===== src/rtl/vote_pkg.sv =====
// Shared encodings for the vote tally engine: session states and reject codes.
package vote_pkg;

    // Session state; the numeric values are visible on the state output.
    typedef enum logic [1:0] {
        ST_IDLE = 2'd0,
        ST_OPEN = 2'd1,
        ST_SCAN = 2'd2,
        ST_DONE = 2'd3
    } state_e;

    // Reject reasons reported on rej_code (0 means no reject since clear/reset).
    localparam logic [1:0] REJ_NONE = 2'd0;
    localparam logic [1:0] REJ_CAND = 2'd1;
    localparam logic [1:0] REJ_DUP  = 2'd2;
    localparam logic [1:0] REJ_SAT  = 2'd3;

endpackage


===== src/rtl/vote_voter_bitmap.sv =====
// One "has voted" bit per voter ID. The test port is combinational on the
// current bits, so a set performed at one edge is seen by the next cycle.
module vote_voter_bitmap
    import vote_pkg::*;
#(
    parameter int NUM_VOTERS = 16,
    parameter int VOTER_W    = $clog2(NUM_VOTERS)  // derived, do not override
) (
    input  logic               clk,
    input  logic               rst,
    input  logic               clr,
    input  logic [VOTER_W-1:0] vote_voter,
    output logic               voted,
    input  logic               set_en,
    input  logic [VOTER_W-1:0] set_id
);

    logic [NUM_VOTERS-1:0] bits_q;
    logic [NUM_VOTERS-1:0] bits_d;

    // Look up the queried voter; IDs beyond NUM_VOTERS read as not voted.
    always_comb begin
        voted = 1'b0;
        for (int i = 0; i < NUM_VOTERS; i++) begin
            if (vote_voter == VOTER_W'(i)) begin
                voted = bits_q[i];
            end
        end
    end

    // Next bitmap: clear wins over set.
    always_comb begin
        bits_d = bits_q;
        if (clr) begin
            bits_d = '0;
        end else if (set_en) begin
            for (int i = 0; i < NUM_VOTERS; i++) begin
                if (set_id == VOTER_W'(i)) begin
                    bits_d[i] = 1'b1;
                end
            end
        end
    end

    // Bitmap register with synchronous reset.
    always_ff @(posedge clk) begin
        if (rst) begin
            bits_q <= '0;
        end else begin
            bits_q <= bits_d;
        end
    end

endmodule


===== src/rtl/vote_tally_engine.sv =====
// Session-based vote counter: one vote per voter ID, per-candidate saturating
// check, and a one-candidate-per-cycle max scan that produces winner and tie.
module vote_tally_engine
    import vote_pkg::*;
#(
    parameter int NUM_CAND   = 4,
    parameter int CNT_W      = 8,
    parameter int NUM_VOTERS = 16,
    parameter int CAND_W     = $clog2(NUM_CAND),    // derived, do not override
    parameter int VOTER_W    = $clog2(NUM_VOTERS),  // derived, do not override
    parameter int TOT_W      = CNT_W + CAND_W       // derived, do not override
) (
    input  logic               clk,
    input  logic               rst,
    input  logic               cmd_open,
    input  logic               cmd_close,
    input  logic               cmd_clear,
    input  logic               vote_valid,
    output logic               vote_ready,
    input  logic [CAND_W-1:0]  vote_cand,
    input  logic [VOTER_W-1:0] vote_voter,
    output logic               vote_ack,
    output logic               vote_rej,
    output logic [1:0]         rej_code,
    output logic [1:0]         state,
    output logic               result_valid,
    output logic [CAND_W-1:0]  winner,
    output logic [CNT_W-1:0]   winner_count,
    output logic               tie,
    output logic [TOT_W-1:0]   total_votes,
    input  logic [CAND_W-1:0]  rd_idx,
    output logic [CNT_W-1:0]   rd_count
);

    // Handshake: a vote transfers on a cycle where vote_valid && vote_ready.
    // vote_ready is high only in OPEN with no clear (or reset) this cycle, and
    // does not depend on vote_valid. Every transfer gets exactly one response
    // pulse (ack or reject) in the following cycle.

    state_e                           state_q, state_d;
    logic [NUM_CAND-1:0][CNT_W-1:0]   cnt_q, cnt_d;
    logic [TOT_W-1:0]                 total_q, total_d;
    logic                             ack_q, ack_d;
    logic                             rej_q, rej_d;
    logic [1:0]                       rej_code_q, rej_code_d;
    logic [CAND_W-1:0]                scan_idx_q, scan_idx_d;
    logic [CNT_W-1:0]                 max_q, max_d;
    logic [CAND_W-1:0]                winner_q, winner_d;
    logic                             tie_q, tie_d;
    logic [CNT_W-1:0]                 rd_count_q, rd_count_d;

    logic              xfer;
    logic              cand_bad;
    logic              voted;
    logic              bm_set_en;
    logic              bm_clr;
    logic [CNT_W-1:0]  vote_cnt;
    logic [CNT_W-1:0]  scan_cnt;

    assign vote_ready = (state_q == ST_OPEN) && !cmd_clear && !rst;
    assign xfer       = vote_valid && vote_ready;
    // Widened compare so NUM_CAND == 2**CAND_W never flags a valid index.
    assign cand_bad   = ({1'b0, vote_cand} >= (CAND_W + 1)'(NUM_CAND));

    vote_voter_bitmap #(
        .NUM_VOTERS (NUM_VOTERS)
    ) u_bitmap (
        .clk        (clk),
        .rst        (rst),
        .clr        (bm_clr),
        .vote_voter (vote_voter),
        .voted      (voted),
        .set_en     (bm_set_en),
        .set_id     (vote_voter)
    );

    // Counter selects for the voted candidate and the scanned candidate.
    always_comb begin
        vote_cnt = '0;
        scan_cnt = '0;
        for (int i = 0; i < NUM_CAND; i++) begin
            if (vote_cand == CAND_W'(i)) begin
                vote_cnt = cnt_q[i];
            end
            if (scan_idx_q == CAND_W'(i)) begin
                scan_cnt = cnt_q[i];
            end
        end
    end

    // Session FSM, vote checks and scan step; clear overrides everything.
    always_comb begin
        state_d    = state_q;
        cnt_d      = cnt_q;
        total_d    = total_q;
        ack_d      = 1'b0;
        rej_d      = 1'b0;
        rej_code_d = rej_code_q;
        scan_idx_d = scan_idx_q;
        max_d      = max_q;
        winner_d   = winner_q;
        tie_d      = tie_q;
        bm_set_en  = 1'b0;
        bm_clr     = 1'b0;

        if (cmd_clear) begin
            state_d    = ST_IDLE;
            cnt_d      = '0;
            total_d    = '0;
            rej_code_d = REJ_NONE;
            scan_idx_d = '0;
            max_d      = '0;
            winner_d   = '0;
            tie_d      = 1'b0;
            bm_clr     = 1'b1;
        end else begin
            // A transfer alongside cmd_close still lands before the scan reads cnt_q.
            if (xfer) begin
                if (cand_bad) begin
                    rej_d      = 1'b1;
                    rej_code_d = REJ_CAND;
                end else if (voted) begin
                    rej_d      = 1'b1;
                    rej_code_d = REJ_DUP;
                end else if (vote_cnt == '1) begin
                    rej_d      = 1'b1;
                    rej_code_d = REJ_SAT;
                end else begin
                    ack_d     = 1'b1;
                    bm_set_en = 1'b1;
                    total_d   = total_q + 1'b1;
                    for (int i = 0; i < NUM_CAND; i++) begin
                        if (vote_cand == CAND_W'(i)) begin
                            cnt_d[i] = cnt_q[i] + 1'b1;
                        end
                    end
                end
            end

            case (state_q)
                ST_IDLE: begin
                    if (cmd_open) begin
                        state_d = ST_OPEN;
                    end
                end
                ST_OPEN: begin
                    if (cmd_close) begin
                        state_d    = ST_SCAN;
                        scan_idx_d = '0;
                        max_d      = '0;
                        winner_d   = '0;
                        tie_d      = 1'b0;
                    end
                end
                ST_SCAN: begin
                    // Strict '>' keeps the lowest index on ties.
                    if (scan_cnt > max_q) begin
                        max_d    = scan_cnt;
                        winner_d = scan_idx_q;
                        tie_d    = 1'b0;
                    end else if ((scan_cnt == max_q) && (max_q != '0)) begin
                        tie_d = 1'b1;
                    end
                    scan_idx_d = scan_idx_q + 1'b1;
                    if (scan_idx_q == CAND_W'(NUM_CAND - 1)) begin
                        state_d = ST_DONE;
                    end
                end
                default: begin
                    state_d = state_q;
                end
            endcase
        end
    end

    // Registered counter readback; out-of-range index reads as zero.
    always_comb begin
        rd_count_d = '0;
        for (int i = 0; i < NUM_CAND; i++) begin
            if (rd_idx == CAND_W'(i)) begin
                rd_count_d = cnt_q[i];
            end
        end
    end

    // State, counters, scan and response registers with synchronous reset.
    always_ff @(posedge clk) begin
        if (rst) begin
            state_q    <= ST_IDLE;
            cnt_q      <= '0;
            total_q    <= '0;
            ack_q      <= 1'b0;
            rej_q      <= 1'b0;
            rej_code_q <= REJ_NONE;
            scan_idx_q <= '0;
            max_q      <= '0;
            winner_q   <= '0;
            tie_q      <= 1'b0;
            rd_count_q <= '0;
        end else begin
            state_q    <= state_d;
            cnt_q      <= cnt_d;
            total_q    <= total_d;
            ack_q      <= ack_d;
            rej_q      <= rej_d;
            rej_code_q <= rej_code_d;
            scan_idx_q <= scan_idx_d;
            max_q      <= max_d;
            winner_q   <= winner_d;
            tie_q      <= tie_d;
            rd_count_q <= rd_count_d;
        end
    end

    assign state        = state_q;
    assign result_valid = (state_q == ST_DONE);
    assign vote_ack     = ack_q;
    assign vote_rej     = rej_q;
    assign rej_code     = rej_code_q;
    assign winner       = winner_q;
    assign winner_count = max_q;
    assign tie          = tie_q;
    assign total_votes  = total_q;
    assign rd_count     = rd_count_q;

endmodule


===== config.mk =====
export PLATFORM = sky130hd
export DESIGN_NAME = vote_tally_engine
export DESIGN_NICKNAME = d
export VERILOG_FILES = /design/src/rtl/vote_pkg.sv /design/src/rtl/vote_voter_bitmap.sv /design/src/rtl/vote_tally_engine.sv
export SDC_FILE = /design/constraint.sdc
export NUM_CORES = 1
export LEC_CHECK = 0
export CAP_MARGIN = 20
export CORE_MARGIN = 2
export CORE_UTILIZATION = 60
export CTS_CLUSTER_SIZE = 40
export DETAILED_ROUTE_END_ITERATION = 12
export GPL_ROUTABILITY_DRIVEN = 1
export GPL_TIMING_DRIVEN = 1
export PLACE_DENSITY = 0.84
export SLEW_MARGIN = 20
export SYNTH_ARGS = -nofsm -noshare
export SYNTH_HDL_FRONTEND = slang
export SYNTH_SLANG_ARGS = --single-unit

===== constraint.sdc =====
create_clock -name clk -period 7.9 [get_ports clk]
set_input_delay 1.58 -clock clk [delete_from_list [all_inputs] [get_ports clk]]
set_output_delay 1.58 -clock clk [all_outputs]
set_load 0.03 [all_outputs]

==> run summary, run 1 <==
Synth Area in Simple Gates: 23.38%
Synth Net Count: 575
largest family of logic cells by synthesized area: simple AND/OR/NAND/NOR gates
Die Wd: 91.89 um
status: finished clean
FF+latch count, synth: 85
total number of vias: 4312
Leak: 0.001842 uW
CTS root buf: clkbuf_8
Synth Area in Compound Gates: 19.36%
Worst-Margin Slew: 951.9 ps
I/O Buffers: 50
initial core utilization: 60.92%
critical-path cell list: clkdlybuf4s50_1 > or2_2 > nor2_1 > clkdlybuf4s50_1
MaxCap Viol Count: 0
cell taking the most area after synthesis: dfxtp_1
min cycle time layout: 5420 ps
die area: 8443 um2
core box area: 7607 um2
Sw Ratio: 25.31%
commonest non-fill, non-tap cell in the layout: dfxtp_1
Synth top area share: 36.72%
GR Overflow Total: 0
Critical Path End Type: output port
Sw Pwr: 201.7 uW
setup tns final: 0 ps
RSZ-0062 raised after global routing: false
chip height: 91.89 um
share of layout cells above drive strength 1: 6.655%
XOR/XNOR Fraction of Synth Area: 0.1890%
cell internal pwr: 595.2 uW
crit path max fanout: 46
Combinational Power Share: 5.8%
DRT Wirelength: 11.43 mm
DRC viols: 0
Synth Area in Adders: 5.940%
Setup Crit Path Kind: input port to output port
R2R setup slack: 4130 ps
synth unique cells: 48
GP Congestion: 0.9301
maximum clock frequency: 0.1845 GHz
GRT Total Usage: 28.35%
vias in the first global route: 3994
later-pin clock latency in the skew report: 370 ps
top_reg_cell synth: dfxtp_1
Min-Delay Path Class: register to register
WP data arrival: 3840 ps
Rows: 32
mapped cell area: 4634 um2
dpl cells: 657
final instance area: 5350 um2
fin worst setup slack: 2480 ps
CTS Buf Count: 9
htree depth: 3
most frequent cells in the layout: dfxtp_1 (85), clkdlybuf4s50_1 (50), nand2_1 (38)
final cycle utilization of the critical path: 68.61%
startpoint types: input port
slew margin rel.: 36.54%
final setup vio count: 0
number of gates resized after cts: 0
Seq/Total Area, Yosys: 36.72%
dpl hpwl: 7.898 mm
cts hold-fix bufs: 0
clock-pin slew on the worst setup and hold paths: 100 ps
Power Dens Cells: 148.9 nW/um2
diodes inserted: 0
vias per inst: 6.407
Post-synth EDFFs: 0
CP max-delay cell: or2_2
clock net sink count: 85
largest net degree at the start of global routing: 57
placed cell areas: 5146 um2
first-pass GRT wire length: 19.22 mm
Post-CTS Setup Inserts: 0
Worst path most repeated cell: clkdlybuf4s50_1
sequential share of power: 54.0%
Wirelength per Cell: 16.98 um
clock share of power: 40.2%
Final Max Slew Viols: 0
DR iter-0 viols: 361
top cells by area, synth: dfxtp_1 (37%), ha_1 (5.9%), mux4_2 (5.8%)
initial antenna violation count: 0
synthesized instance count: 539
antenna viol nets, final: 0
final-layout fill cell count: 573
TritonRoute pass-1 iters: 5
Fin. Hold Viols: 0
clk_skew: 13.45 ps
final net count: 602
Place WS: 2489 ps
fraction of registers with async set/reset: 0%
slowest stage delay, CP: 820 ps
final hold slack: 471.4 ps
worst vdd ir: 0.1220 mV
IO Count: 51
Synth Warn #: 0
post-synthesis to final-layout area growth: 15.44%
non-filler cells, final: 673
required time worst endpoint: 6320 ps
TritonCTS clock tree: built
Max Buffers Root-to-Sink: 2
mux cell area share after synthesis: 8.909%
Avg Synthesized Cell Area: 8.598 um2
-- metal layers --
layer	up-vias	wire, um	GRT usage, %
met5	-	0	0
met4	0	352	13.68
met3	30	796	4.766
met2	191	5460	46.45
met1	2020	4817	36.46
li1	2071	-	-
-- final timing paths --
kind	cells after the start	to	from
worst max-delay path	4	vote_ready	rst
worst max register to register	14	winner_count[5]	scan_idx_q[0]
worst min-delay path	1	rej_code[1]	rej_code[1]
worst min register to register	1	rej_code[1]	rej_code[1]
-- worst max-delay path: cells and delay by family --
family / cells / cell delay [ps]
AND/OR/NAND/NOR: 2 / 940
buffers and inverters: 2 / 1300
-- registers in the layout, summed over array words and instances (netlist names) --
| name | cells |
|---|---|
| u_bitmap.bits_q | 16 |
| cnt_q | 32 |
| state | 2 |
| scan_idx_q | 2 |
| tie | 1 |
| winner | 2 |
| rd_count | 8 |
| total_votes | 10 |
| vote_ack | 1 |
| vote_rej | 1 |
| winner_count | 8 |
| rej_code | 2 |
-- synth_stat cells (2+ instances only) --
library cell  instances
ha_1                 22
nor4_1                5
nor2_1               37
dfxtp_1              85
mux2i_1              12
inv_1                28
a41oi_1               4
a311oi_1              8
clkbuf_1             28
nor3_1                7
mux4_2               12
a32o_1                2
a31oi_1              15
a21oi_1              36
and2_1                3
buf_2                 6
nand2_1              38
nor2b_1              15
nand2b_1              3
o21a_1                5
or2_2                 2
and3_1               13
or4_1                 7
o311ai_0              8
a211oi_1              2
or3_1                17
and4b_1               2
nand3b_1             10
nand4_1              10
nand3_1              37
buf_1                 2
o211ai_1             12
o21ai_0              15
o31ai_1              17
-- stage by stage --
| stage | total power, uW | util (%) |
|---|---|---|
| 6_report | 796.9 | 70.33 |
| 5_1_grt | 823.3 | 70.33 |
| 4_1_cts | 801.8 | 70.33 |
| 3_5_place_dp | 486.3 | 67.65 |
| 3_3_place_gp | 485.4 | 67.65 |
| 2_1_floorplan | 470.8 | - |
-- layout make-up --
type,count,area [um2],share of cell area (%)
multi-input combinational,389,2689,50.26
sequential,85,1702,31.81
timing repair buffer,53,523.0,9.776
tap,102,127.6,2.385
clock buffer,9,123.9,2.315
inverter,28,105.1,1.964
clock inverter,7,80.08,1.497
-- cells by family (layout without fill, tap and decap cells) --
logic type | count (synthesis) | count (layout)
fa+ha+maj | 22 | 22
simple gates | 207 | 207
buf+inv | 65 | 97
flops | 85 | 85
xor+xnor | 1 | 1
mux | 26 | 26
compound gates | 133 | 133
-- power by group through the flow --
stage                     combinational (uW)  clock, uW  sequential [uW]
after CTS                               46.3        325              430
after floorplan                         29.8          0              441
after global placement                  45.3          0              440
after global routing                    50.5        342              430
after detailed placement                46.1          0              440
final                                   46.6        320              430
Note: power is estimated with default switching activity, not from simulation.
==> run 2, diff against run 1 <==
CORE_UTILIZATION = 51   (was 60)
PLACE_DENSITY = 0.76   (was 0.84)
clock period = 4.6 ns   (was 7.9 ns; I/O delays follow)
==> run 2 against run 1 <==
Flip-flop and latch count unchanged. Register-to-register slack worse by 3100 ps. Clock skew down 2.5 ps. Non-clock buffer count up 2. Clock-buffer cell count up 1. First-iteration DRC count down 29%. Combinational power up 75%. Highest routed layer unchanged.
==> run summary, run 2 (synthesis results as in run 1) <==
Leak: 0.001852 uW (was 0.001842 uW)
Worst setup startpoint: rst (unchanged)
maximum clock frequency: 0.2690 GHz
cell internal pwr: 1016 uW (was 595.2 uW)
Sw Pwr: 324.9 uW (was 201.7 uW)
share of layout cells above drive strength 1: 6.806% (was 6.655%)
Worst-Margin Slew: 833.9 ps (was 951.9 ps)
DRC viols: 0 (unchanged)
Power Dens Cells: 249.5 nW/um2 (was 148.9 nW/um2)
clock share of power: 38.8% (was 40.2%)
final cycle utilization of the critical path: 80.81%
CTS root buf: clkbuf_8 (unchanged)
IO Count: 51 (unchanged)
GP Congestion: 0.8662 (was 0.9301)
number of gates resized after cts: 0 (unchanged)
required time worst endpoint: 3680 ps (was 6320 ps)
largest net degree at the start of global routing: 57 (unchanged)
most frequent cells in the layout: dfxtp_1 (85), clkdlybuf4s50_1 (50), nand2_1 (38) (unchanged)
TritonRoute pass-1 iters: 6 (was 5)
DRT Wirelength: 11.12 mm (was 11.43 mm)
slew margin rel.: 44.30% (was 36.54%)
first-pass GRT wire length: 18.53 mm (was 19.22 mm)
Worst path most repeated cell: clkdlybuf4s50_1 (unchanged)
min cycle time layout: 3717 ps
TritonCTS clock tree: built (unchanged)
Critical Path End Type: output port (unchanged)
later-pin clock latency in the skew report: 360 ps (was 370 ps)
Top reg by flops: cnt_q (unchanged)
final setup vio count: 0 (unchanged)
clock-pin slew on the worst setup and hold paths: 80 ps (was 100 ps)
diodes inserted: 0 (unchanged)
CP endpoint: vote_ready (unchanged)
Die Wd: 99.33 um (was 91.89 um)
initial antenna violation count: 0 (unchanged)
status: finished clean (unchanged)
family with the most delay on the worst path: buffers and inverters (unchanged)
sequential share of power: 55.1% (was 54.0%)
Combinational Power Share: 6.1% (was 5.8%)
GR Overflow Total: 0 (unchanged)
FF-to-FF path depth: 12 (was 14)
htree depth: 3 (unchanged)
FF-to-FF Start: scan_idx_q[0] (unchanged)
vias in the first global route: 3853 (was 3994)
cts hold-fix bufs: 0 (unchanged)
dpl hpwl: 7.805 mm (was 7.898 mm)
I/O Buffers: 50 (unchanged)
chip height: 99.33 um (was 91.89 um)
max reg flops: 32 (unchanged)
clock net sink count: 85 (unchanged)
gr busiest metal: met2 (unchanged)
post-synthesis to final-layout area growth: 15.93% (was 15.44%)
final net count: 604 (was 602)
core box area: 8763 um2 (was 7607 um2)
met1 Resource Use GR: 30.96% (was 36.46%)
slowest stage delay, CP: 690 ps (was 820 ps)
Final Max Slew Viols: 0 (unchanged)
CP Depth: 4 (unchanged)
crit path max fanout: 11 (was 46)
Tot Pwr: 1340 uW (was 796.9 uW)
GRT Total Usage: 23.15% (was 28.35%)
worst vdd ir: 0.1551 mV (was 0.1220 mV)
CTS Buf Count: 9 (unchanged)
Sw Ratio: 24.24% (was 25.31%)
setup tns final: 0 ps (unchanged)
vias per inst: 6.210 (was 6.407)
commonest non-fill, non-tap cell in the layout: dfxtp_1 (unchanged)
critical-path cell list: clkdlybuf4s50_1 > or2_2 > nor2_1 > clkdlybuf4s50_1 (unchanged)
Global Route met2 Usage: 36.95% (was 46.45%)
total number of vias: 4229 (was 4312)
RSZ-0062 raised after global routing: false (unchanged)
Fin. Hold Viols: 0 (unchanged)
final instance area: 5373 um2 (was 5350 um2)
R2R setup slack: 1080 ps (was 4130 ps)
Place WS: 772.1 ps (was 2489 ps)
antenna viol nets, final: 0 (unchanged)
Min-Delay Path Class: register to register (unchanged)
final core occ: 61.31% (was 70.33%)
Max Buffers Root-to-Sink: 2 (unchanged)
MaxCap Viol Count: 0 (unchanged)
Critical R2R Capture: winner_count[5] (unchanged)
Setup Crit Path Kind: input port to output port (unchanged)
die area: 9865 um2 (was 8443 um2)
CP bufs+invs: 2 (unchanged)
startpoint types: input port (unchanged)
met3 usage: 5.481% (was 4.766%)
Post-CTS Setup Inserts: 0 (unchanged)
Rows: 34 (was 32)
placed cell areas: 5181 um2 (was 5146 um2)
clk_skew: 10.90 ps (was 13.45 ps)
Wirelength per Cell: 16.33 um (was 16.98 um)
initial core utilization: 52.88% (was 60.92%)
DR iter-0 viols: 255 (was 361)
fin worst setup slack: 882.6 ps (was 2480 ps)
CP max-delay cell: clkdlybuf4s50_1 (was or2_2)
WP data arrival: 2800 ps (was 3840 ps)
==> run 2: final cells by class <==
class,instances,area [um2]
Fill cell,754,3391
Multi-Input combinational cell,389,2689
Clock buffer,10,127.6
Sequential cell,85,1702
Timing Repair Buffer,55,550.5
Inverter,28,105.1
Tap cell,108,135.1
Clock inverter,6,63.81
==> run 2: worst min path at each step <==
stage                        start                  end  slack (ps)  depth (start not counted)
2_1_floorplan  u_bitmap.bits_q[12]  u_bitmap.bits_q[12]         430                          2
3_3_place_gp           rej_code[1]          rej_code[1]         450                          1
3_5_place_dp           rej_code[1]          rej_code[1]         450                          1
4_1_cts                rej_code[1]          rej_code[1]         470                          1
5_1_grt        u_bitmap.bits_q[11]  u_bitmap.bits_q[11]         510                          2
6_report               rej_code[1]          rej_code[1]         470                          1
==> run 2: through the flow <==
step	hold WS [ps]	instances
CTS	472.7	681
detailed placement	452.6	665
global placement	449.1	665
floorplan	431.5	539
finish	467.1	681
global route	508.5	681
==> run 2: power by group through the flow <==
stage / Combinational, uW / Sequential, uW / Clock [uW]
after floorplan: 51.2 / 757 / 0
after global placement: 78.7 / 756 / 0
after detailed placement: 80.8 / 756 / 0
after CTS: 81.1 / 738 / 530
after global routing: 88.7 / 739 / 565
final: 81.5 / 738 / 521
==> run 2: per-layer routing <==
layer  vias to the layer above  share of wire, %  wire [um]
met5                         -                 0          0
li1                       2070                 -          -
met3                        16               6.6        739
met1                      1988                44       4899
met4                         0               1.6        180
met2                       155                48       5304
